File: src/rtl/hazard_stall_controller.sv
// Hazard stall controller for the 5-stage MIPS pipeline: load-use stall, mult/div EX occupancy, taken-branch flush.
// Optional stall-cycle performance counter enabled by defining HAZARD_STALL_PERF_CNT_EN.
module hazard_stall_controller #(
  parameter int len           = 32,
  parameter int NB            = $clog2(len),
  parameter int MULDIV_CYCLES = 8
) (
  input  logic          clk,
  input  logic          rst_n,
  input  logic          mem_read_2_3,
  input  logic [NB-1:0] rt_2_3,
  input  logic          muldiv_start_2_3,
  input  logic          branch_taken_2_3,
  input  logic [NB-1:0] rs_1_2,
  input  logic [NB-1:0] rt_1_2,
  input  logic          uses_rt_1_2,
  output logic          pc_write,
  output logic          if_id_write,
  output logic          id_ex_write,
  output logic          bubble_2_3,
  output logic          flush_1_2,
  output logic          muldiv_done
`ifdef HAZARD_STALL_PERF_CNT_EN
  ,
  output logic [31:0]   stall_cycles
`endif
);

  localparam int CW = $clog2(MULDIV_CYCLES);

  typedef enum logic {RUN, MULDIV_WAIT} state_t;

  state_t        state;
  logic [CW-1:0] cnt;
  logic          load_use;

  // Register 0 is hardwired to zero, so a load targeting it never creates a dependency.
  assign load_use = mem_read_2_3 && (rt_2_3 != '0) &&
                    ((rt_2_3 == rs_1_2) || (uses_rt_1_2 && (rt_2_3 == rt_1_2)));

  always_ff @(posedge clk or negedge rst_n) begin
    if (!rst_n) begin
      state <= RUN;
      cnt   <= '0;
    end else begin
      case (state)
        RUN: begin
          if (muldiv_start_2_3) begin
            state <= MULDIV_WAIT;
            cnt   <= CW'(MULDIV_CYCLES - 2);
          end
        end
        MULDIV_WAIT: begin
          if (cnt != '0) cnt <= cnt - 1'b1;
          else           state <= RUN;
        end
        default: begin
          state <= RUN;
          cnt   <= '0;
        end
      endcase
    end
  end

  // Outputs are level controls evaluated every cycle; no handshake is involved.
  always_comb begin
    pc_write    = 1'b1;
    if_id_write = 1'b1;
    id_ex_write = 1'b1;
    bubble_2_3  = 1'b0;
    flush_1_2   = 1'b0;
    muldiv_done = 1'b0;
    if (!rst_n) begin
      pc_write    = 1'b0;
      if_id_write = 1'b0;
      id_ex_write = 1'b0;
      bubble_2_3  = 1'b1;
    end else begin
      case (state)
        RUN: begin
          if (muldiv_start_2_3) begin
            pc_write    = 1'b0;
            if_id_write = 1'b0;
            id_ex_write = 1'b0;
          end else if (branch_taken_2_3) begin
            // The IF/ID instruction is wrong-path, so any load-use against it is moot.
            flush_1_2  = 1'b1;
            bubble_2_3 = 1'b1;
          end else if (load_use) begin
            pc_write    = 1'b0;
            if_id_write = 1'b0;
            bubble_2_3  = 1'b1;
          end
        end
        MULDIV_WAIT: begin
          if (cnt != '0) begin
            pc_write    = 1'b0;
            if_id_write = 1'b0;
            id_ex_write = 1'b0;
          end else begin
            muldiv_done = 1'b1;
          end
        end
        default: ;
      endcase
    end
  end

`ifdef HAZARD_STALL_PERF_CNT_EN
  always_ff @(posedge clk or negedge rst_n) begin
    if (!rst_n)
      stall_cycles <= '0;
    else if (!pc_write && (stall_cycles != 32'hFFFF_FFFF))
      stall_cycles <= stall_cycles + 32'd1;
  end
`endif

endmodule

File: config.mk
export PLATFORM = sky130hd
export DESIGN_NAME = hazard_stall_controller
export DESIGN_NICKNAME = d
export VERILOG_FILES = /design/src/rtl/hazard_stall_controller.sv
export SDC_FILE = /design/constraint.sdc
export NUM_CORES = 1
export LEC_CHECK = 0
export BUFFER_PORTS_ARGS = -buffer_cell sky130_fd_sc_hd__buf_2
export CAP_MARGIN = 25
export CORE_AREA = 3 3 40 42
export CTS_BUF_LIST = sky130_fd_sc_hd__clkbuf_8
export CTS_CLUSTER_SIZE = 12
export DETAILED_ROUTE_END_ITERATION = 8
export DIE_AREA = 0 0 43 45
export GPL_TIMING_DRIVEN = 0
export MAX_ROUTING_LAYER = met4
export PLACE_DENSITY = 0.58
export SLEW_MARGIN = 20
export SYNTH_ARGS = -nofsm -noshare
export SYNTH_HDL_FRONTEND = slang
export SYNTH_SLANG_ARGS = --single-unit
File: constraint.sdc
create_clock -name clk -period 2.3 [get_ports clk]
set_input_delay 0.575 -clock clk [delete_from_list [all_inputs] [get_ports clk]]
set_output_delay 0.575 -clock clk [all_outputs]
set_load 0.01 [all_outputs]
After elaboration in Yosys (flattened, before gate mapping)
Cells that the tools add are included.
Widths: inputs -> output; s select.
{ "word_totals": {"regBits": 4, "in_bits": 21, "out_inout_bits": 6, "wordCells": 41} }
{ "op_classes": {"add_sub_neg": 1, "n_eq_ne": 4, "muxes": 26, "bitwise": 1, "n_reduce_logical": 7} }
{ "op_table": {"columns": ["operator", "count"], "rows": [
  ["$mux 1", 20],
  ["$eq 5x5->1", 2],
  ["$mux 3", 2],
  ["$pmux 1 s2", 3],
  ["$pmux 3 s2", 1],
  ["$reduce_bool 5->1", 1],
  ["$logic_and 1x1->1", 3],
  ["$reduce_bool 3->1", 1],
  ["$sub 3x1->3 const B", 1],
  ["$ne 2x1->1 const B", 1],
  ["$ne 2x2->1 const B", 1],
  ["$reduce_and 2->1", 1],
  ["$logic_or 1x1->1", 1],
  ["$not 1->1", 1]
]} }

Longest topological paths before layout
Gate-level depths: netlist of run 1.
{ "depth": {"ltp_word": 9, "mapped_depth": 7, "ltp_nobuf": 6} }

Worst setup path after synthesis of run 1
OpenSTA, ideal clock, no wires.
{ "synth_path": {"path_type": "input to output", "from": "in rt_2_3[4]", "to": "out pc_write", "t_arrival_ns": 1.702, "required_ns": 1.725, "path_slack_ns": 0.023, "cell_stages": 5, "path_cell_list": "xor2_1 -> nor4_2 -> a32oi_1 -> o41a_1 -> buf_4"} }
{ "synth_via": {"elab_chain_cells": 9, "elab_cells_between_ends": 12, "cone_classes": "2 x eq/ne; 5 x mux; 5 x reduce/logical"} }
{ "synth_rtl": {"columns": ["item", "line", "text"], "rows": [
  ["start, declared", "11", "input logic [NB-1:0] rt_2_3,"],
  ["$eq 5x5->1", "39", "((rt_2_3 == rs_1_2) || (uses_rt_1_2 && (rt_2_3 == rt_1_2)));"],
  ["$logic_and 1x1->1", "39", null],
  ["$logic_or 1x1->1", "39", null],
  ["$logic_and 1x1->1 (*)", "38", "assign load_use = mem_read_2_3 && (rt_2_3 != '0) &&"],
  ["$mux 1 (*) (3 in a row)", null, null],
  ["$pmux 1 s2 (*)", null, null],
  ["$mux 1 (*)", null, null],
  ["end, declared", "17", "output logic pc_write,"]
]} }
Every way passes the cells marked *; elsewhere a longest branch is shown, timed or not.

Worst setup path after layout of run 1
{ "layout_path": {"from": "in rt_1_2[4]", "to": "out pc_write"} }
{ "layout_via": {"elab_chain_cells": 9} }
{ "layout_rtl": {"columns": ["item", "line", "text"], "rows": [
  ["start, declared", "15", "input logic [NB-1:0] rt_1_2,"],
  ["$eq 5x5->1", "39", null],
  ["$logic_and 1x1->1", "39", null],
  ["$logic_or 1x1->1", "39", null],
  ["$logic_and 1x1->1", "38", null],
  ["$mux 1", "89", "end else if (load_use) begin"],
  ["$mux 1", "85", "end else if (branch_taken_2_3) begin"],
  ["$mux 1", "81", "if (muldiv_start_2_3) begin"],
  ["$pmux 1 s2", "79", "case (state)"],
  ["$mux 1", "73", "if (!rst_n) begin"]
]} }
No other way between the ends.

==> results of run 1 <==
metrics by stage:
stage	TNS, ns	std cells	area (um^2)	power, uW	utilization [%]
6_report	-0.2876	89	610.6	548.8	47.52
5_1_grt	-0.6420	89	610.6	606.0	47.52
4_1_cts	-0.2885	89	610.6	559.4	47.52
3_5_place_dp	-0.3976	86	550.5	405.9	42.84
3_3_place_gp	-0.3921	86	550.5	398.5	42.84
2_1_floorplan	0	45	401.6	323.6	-
cells in the final DEF (no fill, tap or decap), drive strengths merged:
master,n
a21boi,1
a32oi,1
and3,2
and3b,1
buf,27
clkbuf,3
dfrtp,4
ha,2
inv,3
nand2,2
nand3b,1
nor2,4
nor2b,3
nor3,1
nor4,1
o21ai,1
o221ai,1
o22a,1
o31ai,1
o41a,1
o41ai,1
or4,1
xnor2,2
xor2,9
cells by family (layout without fill, tap and decap cells):
| group | Yosys count | after routing | synth area share (%) |
|---|---|---|---|
| compound gates | 8 | 8 | 16.51 |
| xor+xnor | 11 | 11 | 23.99 |
| flops | 4 | 4 | 24.92 |
| fa+ha+maj | 2 | 2 | 6.230 |
| simple gates | 16 | 16 | 23.68 |
| buf+inv | 4 | 33 | 4.673 |
what timing repair did:
action	CTS	global route
setup endpoints to repair	3	3
resized for setup	5	0
pin swaps	2	1
power breakdown:
group	internal, uW	total (uW)	switching, uW
registers	109	145	35.9
clock network	111	147	35.7
logic	134	257	123
critical path: stages:
cell and delay, ns:
buf_6 0.09, xor2_1 0.15, nor4_2 0.27, a32oi_1 0.15, o41a_1 0.40, buf_4 0.14, buf_2 0.13
per-layer routing:
metal | track usage, % | share of wire, % | vias up
met5 | - | 0 | -
met2 | 19.76 | 52 | 20
met3 | 3.586 | 7.3 | 3
li1 | - | - | 218
met4 | 5.422 | 2.0 | 0
met1 | 10.46 | 39 | 192
flip-flops by register name, indices dropped and copies added (netlist names):
signal and flops:
cnt 3, state 1
final timing paths:
kind	cells after the start	end	slack (ns)	start
hold / removal	1	cnt[2]	0.18	rst_n
hold reg to reg	1	cnt[1]	0.51	cnt[1]
max in group asynchronous	1	cnt[0]	1.97	rst_n
min in group clk	1	cnt[1]	0.51	cnt[1]
setup reg to reg	6	cnt[0]	1.03	cnt[0]
setup / recovery	7	pc_write	-0.18	rt_1_2[4]
area by class of cell:
type                       instances  area, um^2  area share, %
multi-input combinational         37       282.8          46.31
timing repair buffer              26       148.9          24.39
sequential                         4       100.1          16.39
clock buffer                       3       41.29          6.762
tap                               15       18.77          3.074
inverter                           3       11.26          1.844
buffer                             1       7.507          1.230
==> flow_metrics.py, run 1 <==
metrics = {
    "status": {
        "status": "finished, violations left",
        "violations": "setup timing",
    },
    "route": {
        "vias": 433,
        "wl_per_cell_um": 10.55,
        "drt-total-wl_um": 939,
        "drt_iter0_drc": 4,
        "drc": 0,
        "ant_nets": 0,
        "via_per_inst": 4.865,
        "drtPass1Iterations": 4,
    },
    "clock_network": {
        "cts_max_path_buffers": 2,
        "post_cts_buffers": 0,
        "cts_root_buffer": "clkbuf_8",
        "h-tree-depth": 1,
        "clock-sinks": 4,
        "cts_tree": "done",
        "hold_buffers": 0,
        "clk_pin_slew_worst_paths_ns": 0.03,
        "worstSkewPairLatency_ns": 0.22,
        "cts_made_buffers": 3,
    },
    "yosys": {
        "synthArstFlopShare_pct": 100.0,
        "synth_seq_cells": 4,
        "syn_area_per_cell_um2": 8.925,
        "yosysMostFrequentCell": "xor2_1",
        "synth_nets": 68,
        "synth_edf_count": 0,
        "synth_top_area_share_pct": 24.92,
        "synth_ff_type": "dfrtp_1",
        "yosys-top-cells-count": "xor2_1 (9), dfrtp_1 (4), nor2_1 (4)",
        "netlist_area_um2": 401.6,
        "syn_inst": 45,
        "synth_area_leaders": "dfrtp_1 (25%), xor2_1 (20%), ha_1 (6.2%), nor2b_1 (4.7%), xnor2_1 (4.4%)",
        "synth_seq_area_share_pct": 24.92,
        "yosysTopAreaCell": "dfrtp_1",
        "ys_types": 23,
        "synth_warnings": 0,
    },
    "pwr": {
        "p_leak_uw": 0.0003169,
        "power_density_mw_per_mm2": 898.8,
        "peakVddDrop_uv": 258.1,
    },
    "sta": {
        "max_freq_ghz": 0.4033,
        "finalHoldViolations": 0,
        "worstMarginPinSlew_ns": 0.2833,
        "layout_min_cycle_time_ns": 2.480,
        "slew_viol_final": 0,
        "rsz0062_at_grt": "true",
        "maxSlewHeadroom_pct": 80.92,
        "fin_crit_sh_pct": 107.8,
        "holdWs_ns": 0.1779,
        "setup_viol_count_final": 3,
        "clock_skew_ns": 0.001785,
        "worst_slack_ns": -0.1797,
    },
    "finish": {
        "synthToLayoutAreaGrowth_pct": 52.03,
        "num_antenna_cells": 0,
        "nFillCells": 131,
        "fin_nets": 99,
        "drive_above_1_share_pct": 41.89,
    },
    "die": {
        "io_pins": 27,
        "die_area_mm2": 0.001935,
        "initial_core_util_pct": 31.26,
        "die_x_um": 43,
        "design.core.area_mm2": 0.001285,
        "rows": 13,
        "die_height_um": 45,
    },
    "global_route": {
        "grt_pass1_wl_mm": 1.518,
        "antenna_found_initial": 0,
        "grt_pass1_vias": 421,
        "grt_usage_pct": 10.93,
        "globalRoute.totalOverflow": 0,
        "grt_max_degree": 9,
    },
    "placement": {
        "numPortBuffers": 26,
        "place_congestion": 0.7225,
        "dp_hpwl_um": 830.7,
        "pre_cts_ws_ns": -0.2248,
    },
    "setup_path": {
        "end_kind": "primary output",
        "critPathLaunchType": "primary input",
        "required_ns": 1.73,
        "critical_path_class": "in -> out",
        "path_max_fanout": 2,
        "worstPathArrival_ns": 1.90,
    },
    "flow_run": {
        "drv_cap": 0,
    },
    "hold_path": {
        "hp-class": "in -> async",
    },
}
Note: power is estimated with default switching activity, not from simulation.
==> run 2, diff against run 1 <==
--- a/config.mk
+++ b/config.mk
@@ -14,7 +14,7 @@
 export DIE_AREA = 0 0 43 45
 export GPL_TIMING_DRIVEN = 0
 export MAX_ROUTING_LAYER = met4
-export PLACE_DENSITY = 0.58
+export PLACE_DENSITY = 0.6
 export SLEW_MARGIN = 20
 export SYNTH_ARGS = -nofsm -noshare
 export SYNTH_HDL_FRONTEND = slang
==> constraint.sdc (replaced) <==
create_clock -name clk -period 2.2 [get_ports clk]
set_input_delay 0.55 -clock clk [delete_from_list [all_inputs] [get_ports clk]]
set_output_delay 0.55 -clock clk [all_outputs]
set_load 0.01 [all_outputs]
==> run 2 against run 1 <==
  * Highest routed layer is now met3
  * Clock skew is 0.0038 ns higher
  * Power up 8.8%
  * Combinational power rose by 11%
  * Design area grew 10%
  * Critical path depth unchanged
  * Global-route usage grew 0.19 points
  * Clock power grew 7%
  * Register-to-register slack worse by 0.10 ns
  * Clock-buffer cell count unchanged
  * Die area unchanged
  * Sequential share of layout area down 1.5 points
  * The flow still finishes with violations (setup timing)
==> flow_metrics.py, run 2 (synthesis gave the netlist of run 1 again) <==
metrics = {
    "setup_path": {
        "required_ns": 1.65,
        "startpoint": "rt_1_2[4]",
        "r2r-start": "cnt[0]",
        "worstPathArrival_ns": 1.85,
        "path_max_fanout": 2,
        "critPathLaunchType": "primary input",
        "critical_path_class": "in -> out",
        "end_kind": "primary output",
    },
    "sta": {
        "worst_slack_ns": -0.1990,
        "max_freq_ghz": 0.4168,
        "finalHoldViolations": 0,
        "fin_crit_sh_pct": 109.0,
        "slew_viol_final": 0,
        "worstMarginPinSlew_ns": 0.3489,
        "setup_viol_count_final": 3,
        "maxSlewHeadroom_pct": 76.53,
        "rsz0062_at_grt": "true",
        "layout_min_cycle_time_ns": 2.399,
        "holdWs_ns": 0.1471,
        "clock_skew_ns": 0.005614,
    },
    "route": {
        "ant_nets": 0,
        "drt_iter0_drc": 3,
        "vias": 430,
        "drt-total-wl_um": 988,
        "via_per_inst": 4.778,
        "wl_per_cell_um": 10.98,
        "drc": 0,
        "drtPass1Iterations": 3,
    },
    "die": {
        "die_area_mm2": 0.001935,
        "die_height_um": 45,
        "die_x_um": 43,
        "initial_core_util_pct": 31.26,
        "io_pins": 27,
        "design.core.area_mm2": 0.001285,
        "rows": 13,
    },
    "hold_path": {
        "hp-class": "in -> async",
    },
    "clock_network": {
        "worstSkewPairLatency_ns": 0.22,
        "cts_max_path_buffers": 2,
        "cts_tree": "done",
        "clock-sinks": 4,
        "cts_made_buffers": 3,
        "hold_buffers": 0,
        "cts_root_buffer": "clkbuf_8",
        "h-tree-depth": 1,
        "clk_pin_slew_worst_paths_ns": 0.03,
    },
    "pwr": {
        "p_leak_uw": 0.0003405,
        "peakVddDrop_uv": 275.1,
        "p_total_uw": 597.1,
        "power_density_mw_per_mm2": 887.0,
    },
    "global_route": {
        "antenna_found_initial": 0,
        "grt_usage_pct": 11.12,
        "grt_max_degree": 9,
        "grt_pass1_wl_mm": 1.607,
        "globalRoute.totalOverflow": 0,
        "grt_pass1_vias": 414,
    },
    "status": {
        "status": "finished, violations left",
        "violations": "setup timing",
    },
    "finish": {
        "top_register": "cnt",
        "num_antenna_cells": 0,
        "largest_reg_flops": 3,
        "synthToLayoutAreaGrowth_pct": 67.60,
        "layout_commonest_cell": "buf_2",
        "reg.largest.list": "cnt x3, state x1",
        "final_cell_mix": "buf_2 (19), xor2_1 (8), buf_6 (7)",
        "fin_nets": 100,
        "drive_above_1_share_pct": 46.67,
    },
    "placement": {
        "place_congestion": 0.6818,
        "numPortBuffers": 26,
        "dp_hpwl_um": 769.5,
    },
    "flow_run": {
        "drv_cap": 0,
    },
}
-- run 2: final timing paths --
| check | to | slack (ns) | depth (start not counted) |
|---|---|---|---|
| worst max register to register | cnt[0] | 0.93 | 6 |
| worst min-delay path | cnt[2] | 0.15 | 1 |
| worst min register to register | cnt[1] | 0.50 | 1 |
| worst max-delay path | pc_write | -0.20 | 7 |
| max in group asynchronous | cnt[1] | 1.90 | 1 |
| min in group clk | cnt[1] | 0.50 | 1 |
-- run 2: area by class of cell --
class | instances | area [um^2]
Timing Repair Buffer | 27 | 181.4
Inverter | 3 | 11.26
Tap cell | 15 | 18.77
Sequential cell | 4 | 100.1
Fill cell | 135 | 611.8
Buffer | 1 | 7.507
Multi-Input combinational cell | 37 | 312.8
Clock buffer | 3 | 41.29
-- run 2: power by group --
group	internal (uW)	total, uW	switching, uW
registers	114	155	41.8
clock network	117	157	40.6
logic	153	284	131
-- run 2: timing repair --
action / in CTS / in global routing
pin swaps: 5 / 5
setup endpoints to repair: 3 / 3
buffers inserted: 1 / 0
gates resized for setup: 9 / 6
-- run 2: critical path, stage by stage --
cell and delay (ns):
buf_6 0.09, xor2_1 0.16, nor4_2 0.25, a32oi_1 0.15, o41a_1 0.40, buf_4 0.14, buf_6 0.11
-- run 2: stage by stage --
| step | instance area (um^2) | setup TNS [ns] | util, % | setup slack, ns | instances |
|---|---|---|---|---|---|
| floorplan | 401.6 | -0.02693 | - | -0.02693 | 45 |
| global placement | 550.5 | -0.5515 | 42.84 | -0.2626 | 86 |
| detailed placement | 550.5 | -0.5087 | 42.84 | -0.2574 | 86 |
| CTS | 645.6 | -0.5700 | 50.24 | -0.2521 | 90 |
| global route | 673.1 | -0.6561 | 52.39 | -0.2908 | 90 |
| finish | 673.1 | -0.3738 | 52.39 | -0.1990 | 90 |
-- run 2: metal layers --
metal  vias to the layer above  global-route usage (%)  wire, um
met2                        25                   19.16       504
met3                         0                   3.586       112
met5                         -                       -         0
li1                        220                       -         -
met1                       185                   12.96       371
met4                         0                   1.807         0
==> run 3, diff against run 2 <==
--- a/config.mk
+++ b/config.mk
@@ -5,16 +5,16 @@
 export SDC_FILE = /design/constraint.sdc
 export NUM_CORES = 1
 export LEC_CHECK = 0
+export ABC_AREA = 1
 export BUFFER_PORTS_ARGS = -buffer_cell sky130_fd_sc_hd__buf_2
 export CAP_MARGIN = 25
-export CORE_AREA = 3 3 40 42
+export CORE_MARGIN = 3
+export CORE_UTILIZATION = 31
 export CTS_BUF_LIST = sky130_fd_sc_hd__clkbuf_8
 export CTS_CLUSTER_SIZE = 12
 export DETAILED_ROUTE_END_ITERATION = 8
-export DIE_AREA = 0 0 43 45
-export GPL_TIMING_DRIVEN = 0
 export MAX_ROUTING_LAYER = met4
-export PLACE_DENSITY = 0.6
+export PLACE_DENSITY = 0.59
 export SLEW_MARGIN = 20
 export SYNTH_ARGS = -nofsm -noshare
 export SYNTH_HDL_FRONTEND = slang
==> run 3 against run 2 <==
  * The flow now finishes without violations
  * Worst hold slack gained 0.015 ns
  * Synthesized cell count grew 100%
  * Sequential power shrank 13%
  * Largest power group unchanged
==> flow_metrics.py, run 3 <==
metrics = {
    "finish": {
        "top_register": "cnt",
        "layout_commonest_cell": "nand2_1",
        "final_cell_mix": "nand2_1 (38), buf_2 (26), inv_1 (20)",
        "drive_above_1_share_pct": 26.27,
        "synthToLayoutAreaGrowth_pct": 39.04,
        "stdcell_area_um2": 650.6,
        "largest_reg_flops": 3,
        "reg.largest.list": "cnt x3, state x1",
        "nFillCells": 153,
        "fin_nets": 143,
        "fin_cells": 133,
        "num_antenna_cells": 0,
    },
    "yosys": {
        "yosysTopAreaCell": "nand2_1",
        "synth_edf_count": 0,
        "synth_ff_type": "dfrtp_1",
        "ys_types": 15,
        "synth_seq_area_share_pct": 21.39,
        "synth_seq_cells": 4,
        "synth_warnings": 0,
        "synth_nets": 113,
        "synthArstFlopShare_pct": 100.0,
        "syn_inst": 90,
        "yosysMostFrequentCell": "nand2_1",
        "syn_area_per_cell_um2": 5.199,
        "synth_top_area_share_pct": 30.48,
        "yosys-top-cells-count": "nand2_1 (38), inv_1 (20), nor2_1 (11)",
        "netlist_area_um2": 467.9,
        "synth_area_leaders": "nand2_1 (30%), dfrtp_1 (21%), inv_1 (16%), nor2_1 (8.8%), ha_1 (5.3%)",
    },
    "flow_run": {
        "drv_cap": 0,
    },
    "global_route": {
        "antenna_found_initial": 0,
        "grt_pass1_wl_mm": 1.994,
        "grt_max_degree": 9,
        "grt_usage_pct": 14.04,
        "grt_pass1_vias": 519,
        "globalRoute.totalOverflow": 0,
    },
    "die": {
        "die_area_mm2": 0.002012,
        "rows": 13,
        "die_height_um": 44.85,
        "initial_core_util_pct": 34.66,
        "io_pins": 27,
        "design.core.area_mm2": 0.001350,
        "die_x_um": 44.85,
    },
    "clock_network": {
        "post_cts_buffers": 0,
        "worstSkewPairLatency_ns": 0.22,
        "cts_root_buffer": "clkbuf_8",
        "cts_resized": 0,
        "clk_pin_slew_worst_paths_ns": 0.03,
        "cts_made_buffers": 3,
        "cts_max_path_buffers": 2,
        "clock-sinks": 4,
        "hold_buffers": 0,
        "cts_tree": "done",
        "h-tree-depth": 1,
    },
    "route": {
        "drc": 0,
        "ant_nets": 0,
        "vias": 589,
        "drt-total-wl_mm": 1.151,
        "drt_iter0_drc": 2,
        "drtPass1Iterations": 4,
        "via_per_inst": 4.429,
        "wl_per_cell_um": 8.654,
    },
    "pwr": {
        "power_density_mw_per_mm2": 803.9,
        "peakVddDrop_uv": 556.5,
        "p_leak_uw": 0.0004535,
    },
    "sta": {
        "finalHoldViolations": 0,
        "layout_min_cycle_time_ns": 1.976,
        "clock_skew_ns": 0.002569,
        "maxSlewHeadroom_pct": 79.85,
        "rsz0062_at_grt": "false",
        "fin_crit_sh_pct": 89.82,
        "worstMarginPinSlew_ns": 0.2995,
        "fin_setup_tns_ns": 0,
        "max_freq_ghz": 0.5061,
        "setup_viol_count_final": 0,
        "slew_viol_final": 0,
    },
    "setup_path": {
        "required_ns": 1.65,
        "path_max_fanout": 3,
        "end_kind": "primary output",
        "critPathLaunchType": "primary input",
        "r2r-start": "cnt[0]",
        "regToRegSetupSlack_ns": 1.01,
        "startpoint": "rt_2_3[2]",
        "worstPathArrival_ns": 1.43,
        "critical_path_class": "in -> out",
    },
    "placement": {
        "place_area_um2": 609.3,
        "numPortBuffers": 26,
        "placed_cells": 130,
        "place_congestion": 0.7659,
        "dp_hpwl_um": 978.1,
    },
    "hold_path": {
        "hp-class": "in -> async",
    },
    "status": {
        "status": "finished, final reports clean",
    },
}
## run 3: cell count changes after synthesis, moves of 2 or more
cell     delta
nand3_1     +4
inv_2       +2
xor2_1      -9
inv_1      +17
nor2b_1     -3
nor2_1      +7
and3_1      -2
nand2_1    +36
## run 3: cell families (layout without fill, tap and decap cells)
group / count (synthesis) / in the layout / share of synthesized area (%)
xor+xnor: 1 / 1 / 1.872
compound gates: 5 / 5 / 5.881
flops: 4 / 4 / 21.39
fa+ha+maj: 2 / 2 / 5.347
buf+inv: 23 / 51 / 19.25
simple gates: 55 / 55 / 46.26
## run 3: area by class of cell
class,count,area [um^2],area share (%)
repair buffers,26,130.1,20.00
clock buffers,3,41.29,6.346
well taps,15,18.77,2.885
multi-input cells,63,277.8,42.69
inverters,22,82.58,12.69
flip-flops and latches,4,100.1,15.38
## run 3: critical path, stage by stage
cell	delay, ns
buf_2	0.12
inv_1	0.08
nand4_1	0.10
o21ai_0	0.17
inv_1	0.05
nand2_1	0.08
nand2_1	0.05
nand2_1	0.05
nand2_1	0.05
buf_2	0.14
## run 3: path summary, 6_finish.rpt
kind,end,depth (start not counted)
worst max-delay path,bubble_2_3,10
worst min-delay path,cnt[1],1
worst max register to register,cnt[2],8
worst min register to register,cnt[2],2
max in group asynchronous,cnt[0],1
min in group clk,cnt[2],2
## run 3: layer usage
layer	part of all wire (%)	wire (um)	GRT usage (%)
met5	0	0	-
met4	1.4	16	7.018
met3	6.4	74	2.390
met2	49	567	21.20
met1	43	493	18.00
## run 3: metrics by stage
stage                     utilization [%]  hold slack [ns]  setup WS (ns)  total power (uW)
after floorplan                         -           0.2544         0.2397             297.1
after global placement              45.13           0.3893         0.1877             362.5
after detailed placement            45.13           0.3908         0.2263             370.9
after CTS                           48.19           0.1617         0.2236             533.1
after global routing                48.19           0.1661         0.1055             591.8
final                               48.19           0.1620         0.2240             523.0
## run 3: report_power, final
part           internal, uW  switching, uW
clock network           117           37.0
registers               112           22.9
logic                  93.1            142
total                   322            201
